File: src/rtl/demux_sel_sequencer.sv
// demux_sel_sequencer
//
// Purpose:
//   This block drives a 1-to-4 demultiplexer. It registers the incoming data bit.
//   It steps the channel select through the channels, holding each one for DWELL
//   RUN cycles. A two-state FSM (IDLE/RUN) follows the run enable.
//   When the FSM leaves RUN, the select and dwell position are frozen.
//   They resume from the same point when the FSM re-enters RUN.
//   Reset is the only thing that returns the sequence to channel 00.
//
// Parameters:
//   DWELL   - number of RUN cycles each select value is held (1..256)
//
// Optional build macro:
//   CH_MASK_EN - adds the ch_mask input. Disabled channels are skipped when the
//                select advances. An all-zero mask stops the sequence.
//
// Ports:
//   clk      in   clock, rising edge
//   rst      in   asynchronous active-high reset
//   en       in   run enable, sampled on clk
//   inp      in   data bit to route
//   ch_mask  in   [3:0] channel enables, bit n = channel n (CH_MASK_EN only)
//   data     out  registered copy of inp, goes to the demux data input
//   select   out  [1:0] registered channel select, goes to the demux sel input
//   valid    out  high while data/select are live (FSM in RUN)
//   wrap     out  one-cycle pulse when select wraps back to a lower channel
module demux_sel_sequencer #(
    parameter int DWELL = 4
) (
    input  logic       clk,
    input  logic       rst,
    input  logic       en,
    input  logic       inp,
`ifdef CH_MASK_EN
    input  logic [3:0] ch_mask,
`endif
    output logic       data,
    output logic [1:0] select,
    output logic       valid,
    output logic       wrap
);

    localparam int CNT_W = (DWELL > 1) ? $clog2(DWELL) : 1;
    localparam logic [CNT_W-1:0] CNT_LAST = CNT_W'(DWELL - 1);

    typedef enum logic {
        IDLE = 1'b0,
        RUN  = 1'b1
    } state_t;

    state_t           state_q, state_d;
    logic [CNT_W-1:0] cnt_q, cnt_d;
    logic [1:0]       sel_q, sel_d;
    logic             data_q, data_d;
    logic             wrap_q, wrap_d;

    logic [3:0]       mask;
    logic             any_ch;
    logic             run_ok;
    logic [1:0]       next_sel;

`ifdef CH_MASK_EN
    assign mask = ch_mask;
`else
    assign mask = 4'b1111;
`endif

    assign any_ch = |mask;
    assign run_ok = en & any_ch;

    // Next enabled channel in ascending circular order starting after the
    // current one. Scanning k from far to near lets the nearest hit win. If no
    // other channel is enabled, the select stays on the current channel.
    always_comb begin
        next_sel = sel_q;
        for (int k = 3; k >= 1; k--) begin
            if (mask[sel_q + 2'(k)]) begin
                next_sel = sel_q + 2'(k);
            end
        end
    end

    always_comb begin
        state_d = state_q;
        cnt_d   = cnt_q;
        sel_d   = sel_q;
        data_d  = data_q;
        wrap_d  = 1'b0;

        // Every RUN cycle is counted, including the one in which en drops.
        // An advance still needs en high at the terminal count. So a channel
        // that reaches its last dwell cycle just as en falls advances on the
        // first RUN edge after resume.
        if (state_q == RUN && any_ch) begin
            if (cnt_q == CNT_LAST) begin
                if (en) begin
                    cnt_d  = '0;
                    sel_d  = next_sel;
                    wrap_d = (next_sel <= sel_q);
                end
            end else begin
                cnt_d = cnt_q + 1'b1;
            end
        end

        state_d = run_ok ? RUN : IDLE;

        // Capture only when the next cycle is a RUN cycle, so data holds in IDLE.
        if (run_ok) begin
            data_d = inp;
        end
    end

    always_ff @(posedge clk or posedge rst) begin
        if (rst) begin
            state_q <= IDLE;
            cnt_q   <= '0;
            sel_q   <= 2'b00;
            data_q  <= 1'b0;
            wrap_q  <= 1'b0;
        end else begin
            state_q <= state_d;
            cnt_q   <= cnt_d;
            sel_q   <= sel_d;
            data_q  <= data_d;
            wrap_q  <= wrap_d;
        end
    end

    assign data   = data_q;
    assign select = sel_q;
    assign wrap   = wrap_q;
    // With an all-zero mask the outputs are not live, even in the cycle the
    // mask clears.
    assign valid  = (state_q == RUN) & any_ch;

endmodule

File: config.mk
export PLATFORM = sky130hd
export DESIGN_NAME = demux_sel_sequencer
export DESIGN_NICKNAME = d
export VERILOG_FILES = /design/src/rtl/demux_sel_sequencer.sv
export SDC_FILE = /design/constraint.sdc
export NUM_CORES = 1
export LEC_CHECK = 0
export CORE_AREA = 2 2 39 41
export DETAILED_ROUTE_END_ITERATION = 10
export DIE_AREA = 0 0 41 43
export PLACE_DENSITY = 0.55
export SYNTH_ARGS = -nofsm -noshare
export SYNTH_HDL_FRONTEND = slang
export SYNTH_SLANG_ARGS = --single-unit
File: constraint.sdc
create_clock -name clk -period 3.4 [get_ports clk]
set_input_delay 0.51 -clock clk [delete_from_list [all_inputs] [get_ports clk]]
set_output_delay 0.51 -clock clk [all_outputs]
set_load 0.02 [all_outputs]
==> results of run 1 <==
how the worst min path moves through the flow:
stage	startpoint	to	slack, ns
final	rst	select[1]	0.49
after CTS	rst	select[1]	0.50
after detailed placement	data	data	0.50
after global placement	select[0]	select[0]	0.49
after floorplan	rst	cnt_q[0]	0.31
after global routing	rst	cnt_q[1]	0.52
sequential cells by signal, indices dropped and copies added (netlist names):
register  count
wrap          1
select        2
cnt_q         2
data          1
valid         1
layout make-up:
class | count | area [sq um]
fillers | 160 | 965
flip-flops and latches | 7 | 175
multi-input cells | 11 | 106
repair buffers | 8 | 80.1
clock buffers | 4 | 26.3
well taps | 16 | 20.0
inverters | 3 | 11.3
layer usage:
layer	vias up	part of all wire, %
met5	-	0
met4	0	2.4
met3	2	0.20
met2	2	65
met1	105	32
li1	96	-
cells in the mapped netlist:
library cell,n,share of area [%]
a22o_1,1,3.0
mux2_4,1,5.1
dfrtp_1,7,60
xnor2_1,1,3.0
inv_1,3,3.8
ha_1,2,8.5
o21ai_2,1,3.0
nand3_2,1,3.4
mux2_2,2,7.7
nor2_1,2,2.6
power by group through the flow:
stage | combinational [mW] | clock [mW] | sequential, mW
detailed placement | 0.125 | 0 | 0.132
global placement | 0.119 | 0 | 0.130
global route | 0.137 | 0.0832 | 0.133
finish | 0.122 | 0.0754 | 0.130
floorplan | 0.0628 | 0 | 0.147
CTS | 0.126 | 0.0777 | 0.131
through the flow:
stage	worst slack, ns	power (mW)	instances	hold WS, ns	utilization, %
floorplan	2.21	0.210	21	0.313	-
global placement	1.76	0.249	45	0.492	28.4
detailed placement	1.74	0.258	45	0.499	28.4
CTS	1.59	0.335	49	0.500	30.3
global route	1.55	0.353	49	0.519	30.3
finish	1.61	0.328	49	0.494	30.3
cells in the final DEF (no fill, tap or decap):
cell / count
a22o_1: 1
clkbuf_1: 1
clkbuf_4: 3
clkdlybuf4s50_1: 8
dfrtp_1: 7
ha_1: 2
inv_1: 3
mux2_2: 2
mux2_4: 1
nand3_2: 1
nor2_1: 2
o21ai_2: 1
xnor2_1: 1
kinds of logic after synthesis:
kind of cell	count (synthesis)	share of synthesized area, %
flip-flops	7	59.8
buffers and inverters	3	3.85
multiplexers	3	12.8
AND/OR/NAND/NOR	3	5.98
AO/OA/AOI/OAI	2	5.98
adder cells (fa/ha/maj)	2	8.55
XOR/XNOR	1	2.99
==> reports/qor.csv, run 1 <==
metric;value;unit
die_x;41;um
cpLargestDelayFamily;buffers and inverters;
use_met3;4.71;%
startpoint_type;flip-flop;
grt_start_max_net_pins;8;
tightest_slew;0.272;ns
num_rows;14;
syn-cell-area;293;sq um
critPathArrivalTime;1.28;ns
num_vias;205;
period_needed;1.79;ns
diodes;0;
finalCritPeriodShare;52.7;%
netSwitchingPower;0.104;mW
cts_setup_buffers;0;
coreArea;0.00138;sq mm
cts_sinks;7;
clock_latency;0.25;ns
ant_nets;0;
use_met2;12.8;%
worstSetupPathType;reg -> out;
crit_start;valid;
netlist_instances;21;
vias_per_cell;4.18;
routedWlPerCell;10.1;um
powerDensity;782;mW/mm^2
clkTransAtPathRegs;0.05;ns
htreeDepth;1;
worst-r2r-setup-slack;2.13;ns
finalSetupViolCount;0;
critPathBufInv;1;
rsz0062_at_grt;no;
finalHoldViolCount;0;
clock-skew-final;0.000565;ns
yosysSeqAreaShare;59.8;%
cp_slowest_cell;clkdlybuf4s50_1;
swShare;31.8;%
grt_use_met1;6.31;%
hpwl;415;um
grt_pass1_wl;890;um
ys_types;10;
ir_worst_vdd;0.175;mV
end_kind;output port;
top_usage_layer;met2;
fmax;558;MHz
numCtsBuffers;3;
share_comb_of_total_power;37.3;%
dpl_cell_area;393;sq um
antenna_found_initial;0;
globalRouteOverflowTotal;0;
status;completed;
cp_max_fo;4;
finalWirelength;495;um
grt_pass1_vias;229;
rr_worst_depth;4;
rr_endpoint;cnt_q[1];
synth.avg_cell_area;13.9;sq um
cts_root_buffer;clkbuf_4;
die-area;0.00176;sq mm
cts_tree;done;
clockPowerShare;23.0;%
postLayoutCellArea;419;sq um
ys_ff_latch;7;
setup-tns-final;0;ns
cp-endpoint;valid;
drt_first_pass_iters;2;
clk_path_buf_depth;2;
r2r_start;cnt_q[0];
grt_use_total;8.82;%
synth_fp_nets;27;
drc;0;
maxCapViolations;0;
gp_congestion;0.667;
syn2layout_area_growth;43.2;%
drive_above_1_share;24.2;%
num_io_pins;9;
p_int;0.224;mW
slew_violations;0;
ys.warnings.count;0;
cp_num_cells;1;
crit_required;2.89;ns
leakage;0.187;nW
die_h;43;um
port_buffers;8;
initialDrtViolationCount;1;
seq_power_share;39.7;%
cts.repair.resized;0;
max_slew_margin;81.8;%
layout.nets;40;
start_util;21.2;%
max_stage_delay;0.63;ns
ctsHoldBuffers;0;
worstHoldPathType;in -> async;
path_cells;clkdlybuf4s50_1;
Power figures use the tool's default switching activity.
==> inputs of run 2 (changes only) <==
--- a/config.mk
+++ b/config.mk
@@ -8,7 +8,7 @@
 export CORE_AREA = 2 2 39 41
 export DETAILED_ROUTE_END_ITERATION = 10
 export DIE_AREA = 0 0 41 43
-export PLACE_DENSITY = 0.55
+export PLACE_DENSITY = 0.56
 export SYNTH_ARGS = -nofsm -noshare
 export SYNTH_HDL_FRONTEND = slang
 export SYNTH_SLANG_ARGS = --single-unit
==> constraint.sdc (replaced) <==
create_clock -name clk -period 1.53 [get_ports clk]
set_input_delay 0.2295 -clock clk [delete_from_list [all_inputs] [get_ports clk]]
set_output_delay 0.2295 -clock clk [all_outputs]
set_load 0.02 [all_outputs]
==> reports/qor.csv, run 2 (synthesized netlist as in run 1, its figures left out) <==
metric;value;unit;change
status;completed;;
max_slew_margin;82.5;%;+0.65 points
drive_above_1_share;24.2;%;unchanged
clk_path_buf_depth;2;;unchanged
start_util;21.2;%;unchanged
clock-skew-final;0.00483;ns;+0.00427 ns
end_kind;output port;;
coreArea;0.00138;sq mm;unchanged
period_needed;1.48;ns;
wl_met1;179;um;+15%
die_x;41;um;unchanged
fmax;677;MHz;
leakage;0.188;nW;+0.72%
cp_max_fo;3;;-1
rsz0062_at_grt;no;;
worstHoldPathType;in -> async;;
num_rows;14;;unchanged
power;0.731;mW;+120%
ctsHoldBuffers;0;;unchanged
ir_worst_vdd;0.440;mV;+150%
powerDensity;1750;mW/mm^2;+120%
cts_tree;done;;
htreeDepth;1;;unchanged
critPathBufInv;1;;unchanged
vias_per_cell;3.67;;-12%
startpoint_type;flip-flop;;
finalSetupViolCount;0;;unchanged
ant_nets;0;;unchanged
route.met2.wl;338;um;+4.3%
max_stage_delay;0.62;ns;about the same
finalHoldViolCount;0;;unchanged
num_io_pins;9;;unchanged
worstSetupPathType;reg -> out;;
syn2layout_area_growth;42.7;%;
wl_met3;0;um;-100%
clkTransAtPathRegs;0.05;ns;about the same
grt_pass1_vias;240;;+4.8%
clock_latency;0.25;ns;about the same
finalCritPeriodShare;96.5;%;
gp_congestion;0.638;;-4.3%
die-area;0.00176;sq mm;unchanged
routed.top_layer;met2;;
hpwl;425;um;+2.4%
setup-tns-final;0;ns;unchanged
layout.nets;40;;unchanged
num_vias;180;;-12%
numCtsBuffers;3;;unchanged
slew_violations;0;;unchanged
grt_pass1_wl;952;um;+7.0%
antenna_found_initial;0;;unchanged
globalRouteOverflowTotal;0;;unchanged
initialDrtViolationCount;6;;+5
port_buffers;8;;unchanged
cpLargestDelayFamily;buffers and inverters;;
grt_use_total;9.12;%;+0.30 points
critPathArrivalTime;1.25;ns;-0.03 ns
drc;0;;unchanged
crit_required;1.30;ns;-1.59 ns
grt_start_max_net_pins;8;;unchanged
cts_root_buffer;clkbuf_4;;
finalWirelength;517;um;+4.4%
cp_slowest_cell;clkdlybuf4s50_1;;
cts_sinks;7;;unchanged
routedWlPerCell;10.6;um;+4.4%
final_cell_mix;dfrtp_1 (7), clkdlybuf4s50_1 (7), inv_1 (3), clkbuf_4 (3);;
drt_first_pass_iters;2;;unchanged
path_cells;clkdlybuf4s50_1;;
maxCapViolations;0;;unchanged
tightest_slew;0.262;ns;-0.00976 ns
diodes;0;;unchanged
die_h;43;um;unchanged
run 2: metrics by stage:
stage	util [%]	std cells	instance area [sq um]	hold slack (ns)	worst slack [ns]
4_1_cts	30.2	49	418	0.209	0.0311
2_1_floorplan	-	21	293	0.0329	0.342
6_report	30.2	49	418	0.212	0.0533
5_1_grt	30.2	49	418	0.226	0.000735
3_5_place_dp	28.4	45	393	0.485	0.127
3_3_place_gp	28.4	45	393	0.471	0.174
run 2: timing repair:
item | CTS | global route
resized for setup | 1 | 0
buffers inserted | 0 | 0
endpoints found under the setup margin | 1 | 0
run 2: cell type report:
class                      instances  area (sq um)
inverter                           3          11.3
sequential                         7           175
clock buffer                       4          26.3
tap                               16          20.0
timing repair buffer               8          78.8
fill                             147           966
multi-input combinational         11           106
run 2: final timing paths:
check,slack (ns),from,to,depth (start not counted)
setup / recovery,0.05,select[0],select[0],1
hold / removal,0.21,rst,select[1],2
setup reg to reg,0.28,cnt_q[0],cnt_q[1],4
hold reg to reg,0.50,data,data,1
max in group asynchronous,1.11,rst,data,2
min in group clk,0.50,data,data,1
run 2: per-layer routing:
metal / GRT usage [%] / up-vias
met5: 0 / -
met4: 10.0 / 0
met3: 4.71 / 0
met2: 13.4 / 0
met1: 7.62 / 87
li1: - / 93
run 2: power breakdown:
part | internal (mW) | switching [mW]
clock | 0.0993 | 0.0637
sequential | 0.246 | 0.0434
combinational | 0.155 | 0.124
==> inputs of run 3 (changes only) <==
--- a/config.mk
+++ b/config.mk
@@ -5,6 +5,7 @@
 export SDC_FILE = /design/constraint.sdc
 export NUM_CORES = 1
 export LEC_CHECK = 0
+export CAP_MARGIN = 20
 export CORE_AREA = 2 2 39 41
 export DETAILED_ROUTE_END_ITERATION = 10
 export DIE_AREA = 0 0 41 43
==> constraint.sdc (replaced) <==
create_clock -name clk -period 1.53 [get_ports clk]
set_input_delay 0.2295 -clock clk [delete_from_list [all_inputs] [get_ports clk]]
set_output_delay 0.2295 -clock clk [all_outputs]
set_load 0.005 [all_outputs]
==> reports/qor.csv, run 3 (synthesized netlist as in run 1, its figures left out) <==
metric;value;unit;change
grt_pass1_vias;242;;+0.83%
drc;0;;unchanged
status;completed;;
setup-tns-final;0;ns;unchanged
critPathBufInv;1;;unchanged
cts.repair.resized;0;;-1
cts_tree;done;;
end_kind;output port;;
clkTransAtPathRegs;0.05;ns;about the same
num_vias;180;;unchanged
route.met2.wl;338;um;unchanged
layout.nets;40;;unchanged
dpl_worst_slack;0.127;ns;unchanged
num_rows;14;;unchanged
cts_sinks;7;;unchanged
rsz0062_at_grt;no;;
antenna_found_initial;0;;unchanged
path_cells;clkdlybuf4s50_1;;
worstSetupPathType;reg -> out;;
num_io_pins;9;;unchanged
port_buffers;8;;unchanged
fmax;706;MHz;+4.2%
cp_slowest_cell;clkdlybuf4s50_1;;
wl_met3;0;um;unchanged
clock-skew-final;0.00483;ns;unchanged
ctsHoldBuffers;0;;unchanged
critPathArrivalTime;1.19;ns;-0.06 ns
drt_first_pass_iters;2;;unchanged
routed.top_layer;met2;;
seqCellArea;175;sq um;unchanged
diodes;0;;unchanged
routedWlPerCell;10.6;um;+0.19%
finalCritPeriodShare;92.6;%;-3.9 points
worstHoldPathType;in -> async;;
period_needed;1.42;ns;-0.0600 ns
final_cell_mix;clkdlybuf4s50_1 (8), dfrtp_1 (7), inv_1 (3), clkbuf_4 (3);;
cp_max_fo;4;;+1
whs;0.212;ns;unchanged
start_util;21.2;%;unchanged
grt_pass1_wl;952;um;unchanged
max_slew_margin;82.5;%;unchanged
tightest_slew;0.262;ns;unchanged
die_x;41;um;unchanged
wl_met1;179;um;unchanged
drive_above_1_share;24.2;%;unchanged
startpoint_type;flip-flop;;
grt_use_total;9.12;%;unchanged
finalHoldViolCount;0;;unchanged
globalRouteOverflowTotal;0;;unchanged
htreeDepth;1;;unchanged
cts_setup_buffers;0;;unchanged
initialDrtViolationCount;6;;unchanged
ant_nets;0;;unchanged
cts_root_buffer;clkbuf_4;;
multi_input_area;106;sq um;unchanged
hpwl;425;um;unchanged
coreArea;0.00138;sq mm;unchanged
die_h;43;um;unchanged
mostFrequentLayoutCell;clkdlybuf4s50_1;;
vias_per_cell;3.67;;unchanged
grt_start_max_net_pins;8;;unchanged
layout_setup_ws;0.113;ns;+0.0600 ns
crit_required;1.30;ns;about the same
syn2layout_area_growth;43.2;%;
clk_path_buf_depth;2;;unchanged
cpLargestDelayFamily;buffers and inverters;;
die-area;0.00176;sq mm;unchanged
finalWirelength;518;um;+0.19%
gp_congestion;0.638;;unchanged
slew_violations;0;;unchanged
ir_worst_vdd;0.440;mV;-0.18%
finalSetupViolCount;0;;unchanged
leakage;0.187;nW;-0.72%
fill_cells;147;;unchanged
clock_latency;0.25;ns;about the same
max_stage_delay;0.53;ns;-0.09 ns
maxCapViolations;0;;unchanged
numCtsBuffers;3;;unchanged
powerDensity;1660;mW/mm^2;-5.3%
## run 3: routing by layer
layer | vias up | GRT usage [%]
li1 | 93 | -
met1 | 87 | 7.62
met2 | 0 | 13.4
met3 | 0 | 4.71
met4 | 0 | 10.0
met5 | - | 0
## run 3: metrics by stage
step	std cells	total power, mW	cell area [sq um]	util (%)
after global routing	49	0.769	419	30.3
after CTS	49	0.711	419	30.3
after detailed placement	45	0.539	393	28.4
after floorplan	21	0.429	293	-
after global placement	45	0.516	393	28.4
final	49	0.694	419	30.3
## run 3: cell type report
| cell class | instances | share of cell area (%) |
|---|---|---|
| clock buffers | 4 | 6.27 |
| inverters | 3 | 2.69 |
| flip-flops and latches | 7 | 41.8 |
| well taps | 16 | 4.78 |
| multi-input cells | 11 | 25.4 |
| repair buffers | 8 | 19.1 |
## run 3: power by group
| group | total (mW) | switching [mW] | internal, mW |
|---|---|---|---|
| Combinational | 0.242 | 0.0865 | 0.155 |
| Sequential | 0.289 | 0.0435 | 0.246 |
| Clock | 0.163 | 0.0637 | 0.0993 |
| Total | 0.694 | 0.194 | 0.500 |
## run 3: final timing paths
check | cells after the start | startpoint | slack, ns | to
min reg2reg | 1 | data | 0.50 | data
min in group clk | 1 | data | 0.50 | data
min | 2 | rst | 0.21 | select[1]
max | 1 | valid | 0.11 | valid
max in group asynchronous | 2 | rst | 1.11 | data
max reg2reg | 4 | cnt_q[0] | 0.28 | cnt_q[1]
